$ cat src/rtl/spart_echo_top.sv
// SPART echo: 8N1 UART receiver feeding a one-byte holding buffer that a UART
// transmitter drains, so every correctly framed byte on rxd is repeated on txd.
module spart_echo_top #(
    parameter int unsigned TICKS_PER_BIT = 16,
    parameter int unsigned DIV_00        = 80,
    parameter int unsigned DIV_01        = 40,
    parameter int unsigned DIV_10        = 20,
    parameter int unsigned DIV_11        = 10
) (
    input  logic       clk,
    input  logic       rst,
    output logic       txd,
    input  logic       rxd,
    input  logic [1:0] br_cfg
);

    localparam int unsigned DIV_W = 8;
    localparam int unsigned TCK_W = $clog2(TICKS_PER_BIT);

    localparam logic [TCK_W-1:0] TCK_MID  = TCK_W'(TICKS_PER_BIT / 2 - 1);
    localparam logic [TCK_W-1:0] TCK_LAST = TCK_W'(TICKS_PER_BIT - 1);

    localparam logic [1:0] S_IDLE  = 2'd0;
    localparam logic [1:0] S_START = 2'd1;
    localparam logic [1:0] S_DATA  = 2'd2;
    localparam logic [1:0] S_STOP  = 2'd3;

    logic [DIV_W-1:0] div_q, div_sel_c, tick_cnt_q, tick_cnt_d;
    logic             tick_c;
    logic             rxd_meta_q, rxd_s_q;

    logic [1:0]       rx_state_q, rx_state_d;
    logic [TCK_W-1:0] rx_tcnt_q, rx_tcnt_d;
    logic [2:0]       rx_bit_q, rx_bit_d;
    logic [7:0]       rx_shift_q, rx_shift_d;
    logic             rx_valid_c;

    logic [7:0]       hold_q, hold_d;
    logic             full_q, full_d;

    logic [1:0]       tx_state_q, tx_state_d;
    logic [TCK_W-1:0] tx_tcnt_q, tx_tcnt_d;
    logic [2:0]       tx_bit_q, tx_bit_d;
    logic [7:0]       tx_shift_q, tx_shift_d;
    logic             txd_d;
    logic             tx_load_c, tx_avail_c;
    logic [7:0]       tx_byte_c;

    // Divisor chosen by br_cfg; only captured while rst is high.
    always_comb begin
        case (br_cfg)
            2'b00:   div_sel_c = DIV_W'(DIV_00);
            2'b01:   div_sel_c = DIV_W'(DIV_01);
            2'b10:   div_sel_c = DIV_W'(DIV_10);
            default: div_sel_c = DIV_W'(DIV_11);
        endcase
    end

    assign tick_c = (tick_cnt_q == '0);

    always_ff @(posedge clk) begin
        if (rst) begin
            div_q      <= div_sel_c;
            tick_cnt_q <= '0;
            rxd_meta_q <= 1'b1;
            rxd_s_q    <= 1'b1;
            rx_state_q <= S_IDLE;
            rx_tcnt_q  <= '0;
            rx_bit_q   <= '0;
            rx_shift_q <= '0;
            hold_q     <= '0;
            full_q     <= 1'b0;
            tx_state_q <= S_IDLE;
            tx_tcnt_q  <= '0;
            tx_bit_q   <= '0;
            tx_shift_q <= '0;
            txd        <= 1'b1;
        end else begin
            tick_cnt_q <= tick_cnt_d;
            rxd_meta_q <= rxd;
            rxd_s_q    <= rxd_meta_q;
            rx_state_q <= rx_state_d;
            rx_tcnt_q  <= rx_tcnt_d;
            rx_bit_q   <= rx_bit_d;
            rx_shift_q <= rx_shift_d;
            hold_q     <= hold_d;
            full_q     <= full_d;
            tx_state_q <= tx_state_d;
            tx_tcnt_q  <= tx_tcnt_d;
            tx_bit_q   <= tx_bit_d;
            tx_shift_q <= tx_shift_d;
            txd        <= txd_d;
        end
    end

    assign tick_cnt_d = tick_c ? (div_q - DIV_W'(1)) : (tick_cnt_q - DIV_W'(1));

    // Receiver: start detect, mid-bit start qualification, 16-tick data/stop sampling.
    always_comb begin
        rx_state_d = rx_state_q;
        rx_tcnt_d  = rx_tcnt_q;
        rx_bit_d   = rx_bit_q;
        rx_shift_d = rx_shift_q;
        rx_valid_c = 1'b0;
        if (tick_c) begin
            case (rx_state_q)
                S_IDLE: begin
                    if (!rxd_s_q) begin
                        rx_state_d = S_START;
                        rx_tcnt_d  = '0;
                    end
                end
                S_START: begin
                    if (rx_tcnt_q == TCK_MID) begin
                        rx_tcnt_d  = '0;
                        rx_bit_d   = '0;
                        rx_state_d = rxd_s_q ? S_IDLE : S_DATA;
                    end else begin
                        rx_tcnt_d = rx_tcnt_q + TCK_W'(1);
                    end
                end
                S_DATA: begin
                    if (rx_tcnt_q == TCK_LAST) begin
                        rx_tcnt_d  = '0;
                        rx_shift_d = {rxd_s_q, rx_shift_q[7:1]};
                        if (rx_bit_q == 3'd7) begin
                            rx_state_d = S_STOP;
                        end else begin
                            rx_bit_d = rx_bit_q + 3'd1;
                        end
                    end else begin
                        rx_tcnt_d = rx_tcnt_q + TCK_W'(1);
                    end
                end
                S_STOP: begin
                    if (rx_tcnt_q == TCK_LAST) begin
                        rx_tcnt_d  = '0;
                        rx_state_d = S_IDLE;
                        rx_valid_c = rxd_s_q;
                    end else begin
                        rx_tcnt_d = rx_tcnt_q + TCK_W'(1);
                    end
                end
                default: rx_state_d = S_IDLE;
            endcase
        end
    end

    // A byte completing on this tick is handed straight to an idle transmitter.
    assign tx_avail_c = full_q | rx_valid_c;
    assign tx_byte_c  = rx_valid_c ? rx_shift_q : hold_q;

    // Transmitter: every bit held for exactly TICKS_PER_BIT ticks.
    always_comb begin
        tx_state_d = tx_state_q;
        tx_tcnt_d  = tx_tcnt_q;
        tx_bit_d   = tx_bit_q;
        tx_shift_d = tx_shift_q;
        txd_d      = txd;
        tx_load_c  = 1'b0;
        if (tick_c) begin
            case (tx_state_q)
                S_IDLE: begin
                    if (tx_avail_c) begin
                        tx_load_c  = 1'b1;
                        tx_state_d = S_START;
                        tx_tcnt_d  = '0;
                        tx_shift_d = tx_byte_c;
                        txd_d      = 1'b0;
                    end
                end
                S_START: begin
                    if (tx_tcnt_q == TCK_LAST) begin
                        tx_state_d = S_DATA;
                        tx_tcnt_d  = '0;
                        tx_bit_d   = '0;
                        txd_d      = tx_shift_q[0];
                    end else begin
                        tx_tcnt_d = tx_tcnt_q + TCK_W'(1);
                    end
                end
                S_DATA: begin
                    if (tx_tcnt_q == TCK_LAST) begin
                        tx_tcnt_d = '0;
                        if (tx_bit_q == 3'd7) begin
                            tx_state_d = S_STOP;
                            txd_d      = 1'b1;
                        end else begin
                            tx_bit_d   = tx_bit_q + 3'd1;
                            tx_shift_d = {1'b0, tx_shift_q[7:1]};
                            txd_d      = tx_shift_q[1];
                        end
                    end else begin
                        tx_tcnt_d = tx_tcnt_q + TCK_W'(1);
                    end
                end
                S_STOP: begin
                    if (tx_tcnt_q == TCK_LAST) begin
                        tx_tcnt_d = '0;
                        if (tx_avail_c) begin
                            tx_load_c  = 1'b1;
                            tx_state_d = S_START;
                            tx_shift_d = tx_byte_c;
                            txd_d      = 1'b0;
                        end else begin
                            tx_state_d = S_IDLE;
                        end
                    end else begin
                        tx_tcnt_d = tx_tcnt_q + TCK_W'(1);
                    end
                end
                default: tx_state_d = S_IDLE;
            endcase
        end
    end

    // Holding buffer: newest byte wins; a load by the transmitter empties it.
    always_comb begin
        hold_d = hold_q;
        full_d = full_q;
        if (tx_load_c) begin
            full_d = 1'b0;
        end else if (rx_valid_c) begin
            hold_d = rx_shift_q;
            full_d = 1'b1;
        end
    end

endmodule

$ cat config.mk
export PLATFORM = sky130hd
export DESIGN_NAME = spart_echo_top
export DESIGN_NICKNAME = d
export VERILOG_FILES = /design/src/rtl/spart_echo_top.sv
export SDC_FILE = /design/constraint.sdc
export NUM_CORES = 1
export LEC_CHECK = 0
export CELL_PAD_IN_SITES_DETAIL_PLACEMENT = 1
export CELL_PAD_IN_SITES_GLOBAL_PLACEMENT = 1
export CORE_MARGIN = 2
export CORE_UTILIZATION = 48
export DETAILED_ROUTE_END_ITERATION = 8
export DONT_BUFFER_PORTS = 1
export PLACE_DENSITY = 0.8
export SLEW_MARGIN = 30
export SYNTH_ARGS = -nofsm -noshare
export SYNTH_HDL_FRONTEND = slang
export SYNTH_SLANG_ARGS = --single-unit
$ cat constraint.sdc
create_clock -name clk -period 6.4 [get_ports clk]
set_input_delay 1.28 -clock clk [delete_from_list [all_inputs] [get_ports clk]]
set_output_delay 1.28 -clock clk [all_outputs]
set_load 0.01 [all_outputs]
==> results.sh, run 1 <==
export IMPL_p_seq_share_pct=48.1
export IMPL_power_switching_share_pct=31.63
export IMPL_design_portCount=6
export IMPL_core_area_mm2=0.006241
export IMPL_reg2reg_from="tx_state_q[0]"
export IMPL_ys_seq_area_share_pct=41.29
export IMPL_synth_distinct_cells=56
export IMPL_grt_antenna_before_repair=0
export IMPL_irDropWorstVdd_v=0.0002216
export IMPL_power_frac_clock_pct=34.0
export IMPL_post_synth_arst_share_pct=0
export IMPL_clk_transition_reported_paths_ps=60
export IMPL_synth_top_family_by_area="simple AND/OR/NAND/NOR gates"
export IMPL_worst_ep_arrival_time_ps=3010
export IMPL_report_power_total_w=0.0008793
export IMPL_worstMarginPinSlew_ps=753.2
export IMPL_timing_hold_violations_final=0
export IMPL_internal_power_w=0.0006012
export IMPL_io_buffer_count=0
export IMPL_data_required_time_of_the_worst_path_ps=6660
export IMPL_number_of_cts_inserted_buffers=9
export IMPL_synth_area_mux_share_pct=5.899
export IMPL_slew_headroom_pct=49.40
export IMPL_average_instance_area_after_synthesis_um2=8.726
export IMPL_die_y_um=83.77
export IMPL_crit_path_start_kind="flop"
export IMPL_cts_hold_fix_buffers=0
export IMPL_drt_pre_antenna_iters=4
export IMPL_grt_pass1_vias=2546
export IMPL_area_taken_by_flip_flops_and_latches_mm2=0.001261
export IMPL_detail_route_vias_per_cell=5.926
export IMPL_count_of_flip_flops_with_a_built_in_enable_after_synthesis=6
export IMPL_timing_setup_tns_ps=0
export IMPL_crit_start="tx_state_q[0]"
export IMPL_timing_max_cap_violations=0
export IMPL_maxClockFrequency_mhz=364.3
export IMPL_gr_usage_all_layers_pct=20.76
export IMPL_worst_clock_skew_on_the_final_layout_ps=6.441
export IMPL_pin_count_of_the_biggest_net_entering_global_routing=61
export IMPL_timing_endpoint_of_the_critical_path="tx_shift_q[6]"
export IMPL_cts_repair_resized=0
export IMPL_grt_pass1_wl_um=11900
export IMPL_diodes=0
export IMPL_synth_compound_gate_area_share_pct=18.72
export IMPL_route_antenna_remaining_nets=0
export IMPL_postSynthCellCount=350
export IMPL_rsz0062_at_grt="false"
export IMPL_cts_num_sinks=60
export IMPL_reg2reg_depth=7
export IMPL_hpwlAfterDp_um=4459
export IMPL_layout_area_overhead_pct=5.121
export IMPL_chipWidth_um=83.77
export IMPL_clk_insertion_delay_late_ps=340
export IMPL_synth_largest_area_cell="sky130_fd_sc_hd__dfxtp_1"
export IMPL_synth_xor_xnor_area_share_pct=0.5735
export IMPL_leakagePower_nw=1.098
export IMPL_post_synth_top_area_fraction_pct=35.40
export IMPL_finalWirelength_um=6818
export IMPL_min_period_over_period_pct=42.89
export IMPL_fin_crit_ps=2745
export IMPL_synth_simple_gate_area_share_pct=23.39
export IMPL_hp_class="reg2reg"
export IMPL_end_kind="flop"
export IMPL_final_max_slew_viol_count=0
export IMPL_route_detailed_wl_per_inst_um=16.19
export IMPL_clk_root_buffer_cell="sky130_fd_sc_hd__clkbuf_8"
export IMPL_layout_drive_gt1_share_pct=8.430
export IMPL_setup_violations=0
export IMPL_layout_filler_cells=762
export IMPL_remaining_global_route_overflow=0
export IMPL_htree_levels=3
export IMPL_critical_path_max_fanout=25
export IMPL_first_iter_violations=125
export IMPL_worst_r2r_setup_slack_ps=3660
export IMPL_power_per_cell_area_mw_per_mm2=273.9
export IMPL_placement_rows=29
export IMPL_finalWeightedCongestion=0.7202
export IMPL_p_switching_w=0.0002781
export IMPL_initial_utilization_pct=48.94
export IMPL_final_stage_net_count=356
export IMPL_max_clock_path_buffers=2
export IMPL_multi_input_area_mm2=0.001635
export IMPL_timing_setup_critical_path_class="reg2reg"
export IMPL_post_cts_setup_inserts=0
export IMPL_clock_tree_from_tritoncts="built"
export IMPL_ys_warn_count=0
export IMPL_capture_point_of_the_worst_reg_to_reg_path="tx_shift_q[6]"
export IMPL_ys_top_cells_by_area="sky130_fd_sc_hd__dfxtp_1 35%, sky130_fd_sc_hd__mux2i_1 5.9%, sky130_fd_sc_hd__edfxtp_1 5.9%"
export IMPL_post_route_drc_count=0
export IMPL_postSynthRegisterBits=60
export IMPL_vias=2495
export IMPL_synth_fp_nets=367
export IMPL_result_of_the_run="finished clean"
export IMPL_dominantRegCellSynth="sky130_fd_sc_hd__dfxtp_1"
export IMPL_power_frac_comb_pct=17.9
export IMPL_synth_adder_area_share_pct=4.916
export IMPL_fp_dieArea_mm2=0.007017
export IMPL_synth_area_mm2=0.003054
==> layout make-up <==
cell class	count	share of cell area, %
Clock buffer	11	4.404
Multi-Input combinational cell	256	50.94
Tap cell	77	3.001
Inverter	11	1.286
Timing Repair Buffer	1	0.2338
Sequential cell	60	39.28
Clock inverter	5	0.8574
==> cells in the final DEF (no fill, tap or decap), drive strengths merged, types with 2 or more instances in the layout <==
cell / synthesis / layout
a21o: 4 / 4
o21ai: 17 / 17
nor4: 2 / 2
ha: 12 / 12
nor3b: 5 / 5
dfxtp: 54 / 54
and3: 10 / 10
clkinv: 0 / 4
inv: 11 / 11
o311ai: 7 / 7
nand4: 2 / 2
clkbuf: 13 / 11
a21oi: 32 / 32
a311oi: 2 / 2
a31oi: 5 / 5
nor3: 8 / 8
o211ai: 5 / 5
nand3: 9 / 9
mux2i: 18 / 18
nor2b: 5 / 5
or3b: 2 / 2
nand2: 26 / 26
nand2b: 5 / 5
or2: 6 / 6
or3: 3 / 3
or4: 4 / 4
nor2: 40 / 40
and2: 2 / 2
a21boi: 7 / 7
nand4b: 2 / 2
edfxtp: 6 / 6
==> stage by stage <==
stage / utilization [%] / instances / worst slack, ps / area, um^2 / hold slack (ps)
floorplan: - / 350 / 4165 / 3054 / 389.5
CTS: 51.42 / 421 / 3535 / 3209 / 421.7
detailed placement: 48.72 / 405 / 3545 / 3040 / 403.5
global route: 51.44 / 421 / 3295 / 3211 / 451.0
finish: 51.44 / 421 / 3655 / 3211 / 424.1
global placement: 48.72 / 405 / 3691 / 3040 / 392.7
==> critical path, cell delays in order (launching register included) <==
cell,delay [ps]
sky130_fd_sc_hd__dfxtp_1,390
sky130_fd_sc_hd__inv_1,120
sky130_fd_sc_hd__ha_1,480
sky130_fd_sc_hd__nor3_1,290
sky130_fd_sc_hd__o2111ai_1,210
sky130_fd_sc_hd__nor3_1,690
sky130_fd_sc_hd__o311ai_0,280
sky130_fd_sc_hd__a21oi_1,210
==> layer usage <==
| layer | global-route usage [%] | up-vias | share of wire (%) | routed length (um) |
|---|---|---|---|---|
| li1 | - | 1241 | - | - |
| met1 | 26.33 | 1213 | 48 | 3246 |
| met2 | 35.49 | 32 | 49 | 3312 |
| met3 | 4.154 | 9 | 2.6 | 177 |
| met4 | 6.598 | 0 | 1.2 | 81 |
| met5 | 0 | - | 0 | 0 |
==> worst min path at each step <==
stage / from / to / slack, ps / cells past startpoint
after floorplan: rxd_meta_q / rxd_s_q / 390 / 1
after global placement: rxd_meta_q / rxd_s_q / 390 / 1
after detailed placement: rxd_meta_q / rxd_s_q / 400 / 1
after CTS: rxd_meta_q / rxd_s_q / 420 / 1
after global routing: rxd_meta_q / rxd_s_q / 450 / 1
final: rxd_meta_q / rxd_s_q / 420 / 1
==> power groups by stage <==
stage | registers [W] | clock network [W] | logic (W)
after floorplan | 0.000422 | 0 | 0.000142
after global routing | 0.000426 | 0.000317 | 0.000178
after global placement | 0.000429 | 0 | 0.000152
final | 0.000423 | 0.000299 | 0.000158
after CTS | 0.000422 | 0.000305 | 0.000159
after detailed placement | 0.000431 | 0 | 0.000158
==> sequential cells by signal (all words and copies together) (netlist names), named ones only <==
| name | count |
|---|---|
| rx_tcnt_q | 4 |
| tick_cnt_q | 8 |
| tx_shift_q | 8 |
| tx_tcnt_q | 4 |
| rxd_s_q | 1 |
| rx_bit_q | 3 |
| rx_state_q | 1 |
| tx_bit_q | 3 |
| rx_shift_q | 8 |
| txd | 1 |
| tx_state_q | 2 |
| rxd_meta_q | 1 |
| hold_q | 8 |
| full_q | 1 |
| div_q | 6 |
==> cells in the mapped netlist, drive strengths merged, types with 2 or more instances <==
cell type	count
a21boi	7
nor2b	5
nand4b	2
dfxtp	54
nand2	26
ha	12
nor3b	5
inv	11
or4	4
nor3	8
nand4	2
or3	3
nand2b	5
a311oi	2
o311ai	7
mux2i	18
buf	10
a21o	4
or3b	2
o211ai	5
edfxtp	6
or2	6
clkbuf	13
o21ai	17
nand3	9
a21oi	32
and3	10
nor2	40
nor4	2
and2	2
a31oi	5
==> logic make-up after synthesis <==
group,count (synthesis)
buf+inv,34
compound gates,89
xor+xnor,2
fa+ha+maj,12
mux,18
flops,60
simple gates,135
Power figures use the tool's default switching activity.
==> run 2: changes to the inputs <==
--- a/config.mk
+++ b/config.mk
@@ -8,10 +8,10 @@
 export CELL_PAD_IN_SITES_DETAIL_PLACEMENT = 1
 export CELL_PAD_IN_SITES_GLOBAL_PLACEMENT = 1
 export CORE_MARGIN = 2
-export CORE_UTILIZATION = 48
+export CORE_UTILIZATION = 44
 export DETAILED_ROUTE_END_ITERATION = 8
 export DONT_BUFFER_PORTS = 1
-export PLACE_DENSITY = 0.8
+export PLACE_DENSITY = 0.77
 export SLEW_MARGIN = 30
 export SYNTH_ARGS = -nofsm -noshare
 export SYNTH_HDL_FRONTEND = slang
==> constraint.sdc (replaced) <==
create_clock -name clk -period 2.36 [get_ports clk]
set_input_delay 0.472 -clock clk [delete_from_list [all_inputs] [get_ports clk]]
set_output_delay 0.472 -clock clk [all_outputs]
set_load 0.01 [all_outputs]
==> run 2 against run 1 <==
Worst setup slack worse by 3500 ps. Core utilization down 1.6 points. Combinational power rose to 3.4 times the previous value. Non-clock buffer count up 12. Die area up 8.7%. Sequential power rose to 2.7 times the previous value. Final area up 4.9%. Clock skew up 7.6 ps. Sequential share of layout area down 1.8 points. Critical path depth down 1. Clock power rose to 3.3 times the previous value.
==> results.sh, run 2 (synthesized netlist as in run 1, its figures left out) <==
export IMPL_finalWeightedCongestion=0.7611
export IMPL_grt_pass1_wl_um=11990
export IMPL_leading_cell_type_in_the_layout_fill_and_taps_excluded="sky130_fd_sc_hd__dfxtp_1"
export IMPL_critical_path_max_fanout=18
export IMPL_pin_count_of_the_biggest_net_entering_global_routing=61
export IMPL_post_route_drc_count=0
export IMPL_crit_path_start_kind="flop"
export IMPL_timing_setup_tns_ps=0
export IMPL_route_antenna_remaining_nets=0
export IMPL_remaining_global_route_overflow=0
export IMPL_post_cts_setup_inserts=0
export IMPL_result_of_the_run="finished clean"
export IMPL_grt_antenna_before_repair=0
export IMPL_data_required_time_of_the_worst_path_ps=2620
export IMPL_timing_max_cap_violations=0
export IMPL_layout_drive_gt1_share_pct=11.80
export IMPL_end_kind="flop"
export IMPL_clk_insertion_delay_late_ps=340
export IMPL_first_iter_violations=101
export IMPL_core_area_mm2=0.006756
export IMPL_irDropWorstVdd_v=0.0004179
export IMPL_clk_root_buffer_cell="sky130_fd_sc_hd__clkbuf_8"
export IMPL_cts_num_sinks=60
export IMPL_layout_filler_cells=805
export IMPL_cp_slowest_stage_delay_ps=480
export IMPL_mostFrequentLayoutCells="54 x sky130_fd_sc_hd__dfxtp_1, 40 x sky130_fd_sc_hd__nor2_1, 32 x sky130_fd_sc_hd__a21oi_1"
export IMPL_critical_path_slowest_cell="sky130_fd_sc_hd__or3b_2"
export IMPL_diodes=0
export IMPL_io_buffer_count=0
export IMPL_route_detailed_wl_per_inst_um=15.88
export IMPL_worst_path_dominant_cell_family="simple AND/OR/NAND/NOR gates"
export IMPL_chipWidth_um=87.32
export IMPL_clock_tree_from_tritoncts="built"
export IMPL_rsz0062_at_grt="false"
export IMPL_timing_hold_violations_final=0
export IMPL_power_per_cell_area_mw_per_mm2=794.2
export IMPL_die_y_um=87.32
export IMPL_gr_usage_all_layers_pct=19.94
export IMPL_vias=2529
export IMPL_hp_class="in2reg"
export IMPL_number_of_cts_inserted_buffers=9
export IMPL_min_period_over_period_pct=93.50
export IMPL_setup_violations=0
export IMPL_finalWirelength_um=6923
export IMPL_crit_chain="ha_1 -> and4_2 -> and3_4 -> o21ai_4 -> or3b_2 -> a21oi_1"
export IMPL_place_ws_ps=105.4
export IMPL_worst_clock_skew_on_the_final_layout_ps=14.04
export IMPL_crit_buf_inv=0
export IMPL_fp_dieArea_mm2=0.007624
export IMPL_slew_headroom_pct=71.09
export IMPL_grt_pass1_vias=2472
export IMPL_layout_area_overhead_pct=10.24
export IMPL_htree_levels=3
export IMPL_drt_pre_antenna_iters=4
export IMPL_design_portCount=6
export IMPL_timing_setup_critical_path_class="reg2reg"
export IMPL_multi_input_area_mm2=0.001647
export IMPL_worst_ep_arrival_time_ps=2460
export IMPL_leakagePower_nw=1.184
export IMPL_placement_rows=30
export IMPL_instance_count_after_placement_with_tap_cells_included=420
export IMPL_finalInstanceArea_mm2=0.003367
export IMPL_final_critical_path_setup_slack_ps=153.4
export IMPL_worstMarginPinSlew_ps=431.8
export IMPL_detail_route_vias_per_cell=5.800
export IMPL_final_stage_net_count=368
export IMPL_dpl_cell_area_mm2=0.003147
export IMPL_cts_hold_fix_buffers=0
export IMPL_area_taken_by_flip_flops_and_latches_mm2=0.001261
export IMPL_fin_crit_ps=2207
export IMPL_clk_transition_reported_paths_ps=70
export IMPL_hpwlAfterDp_um=4562
export IMPL_report_power_total_w=0.002674
export IMPL_initial_utilization_pct=45.20
export IMPL_final_max_slew_viol_count=0
export IMPL_max_clock_path_buffers=2
export IMPL_maxClockFrequency_mhz=453.2
export IMPL_layout_cells_non_filler=436
==> run 2: path summary, 6_finish.rpt <==
path	from	endpoint	slack, ps	cells past startpoint
setup / recovery	rx_tcnt_q[0]	tx_tcnt_q[1]	150	6
hold / removal	rst	tick_cnt_q[0]	200	1
setup reg to reg	rx_tcnt_q[0]	tx_tcnt_q[1]	150	6
hold reg to reg	rxd_meta_q	rxd_s_q	410	1
==> run 2: report_power, final <==
part	internal, W	leakage, nW	switching [W]
combinational	0.000221	0.582	0.000313
sequential	0.00108	0.495	0.0000601
clock	0.000592	0.108	0.000405
total	0.00190	1.18	0.000778
==> run 2: metal layers <==
metal,part of all wire (%),track usage [%],vias up
met5,0,0,-
met4,0.92,4.615,0
met3,2.3,4.834,8
met2,48,32.02,26
met1,49,27.11,1237
li1,-,-,1258
==> run 2: cell type report <==
type,instances,area share (%)
Sequential cell,60,37.46
Clock buffer,11,3.902
Inverter,11,1.226
Multi-Input combinational cell,256,48.90
Clock inverter,5,2.267
Tap cell,80,2.973
Timing Repair Buffer,13,3.270
==> run 2: what timing repair did <==
item | in CTS | in global routing
endpoints found under the hold margin | 0 | 0
gates resized for setup | 0 | 3
endpoints found under the setup margin | 0 | 11
==> run 2: through the flow <==
step	hold WS, ps	utilization (%)
2_1_floorplan	389.5	-
3_3_place_gp	409.3	46.57
3_5_place_dp	405.6	46.57
4_1_cts	186.1	49.65
5_1_grt	179.1	49.83
6_report	204.2	49.83
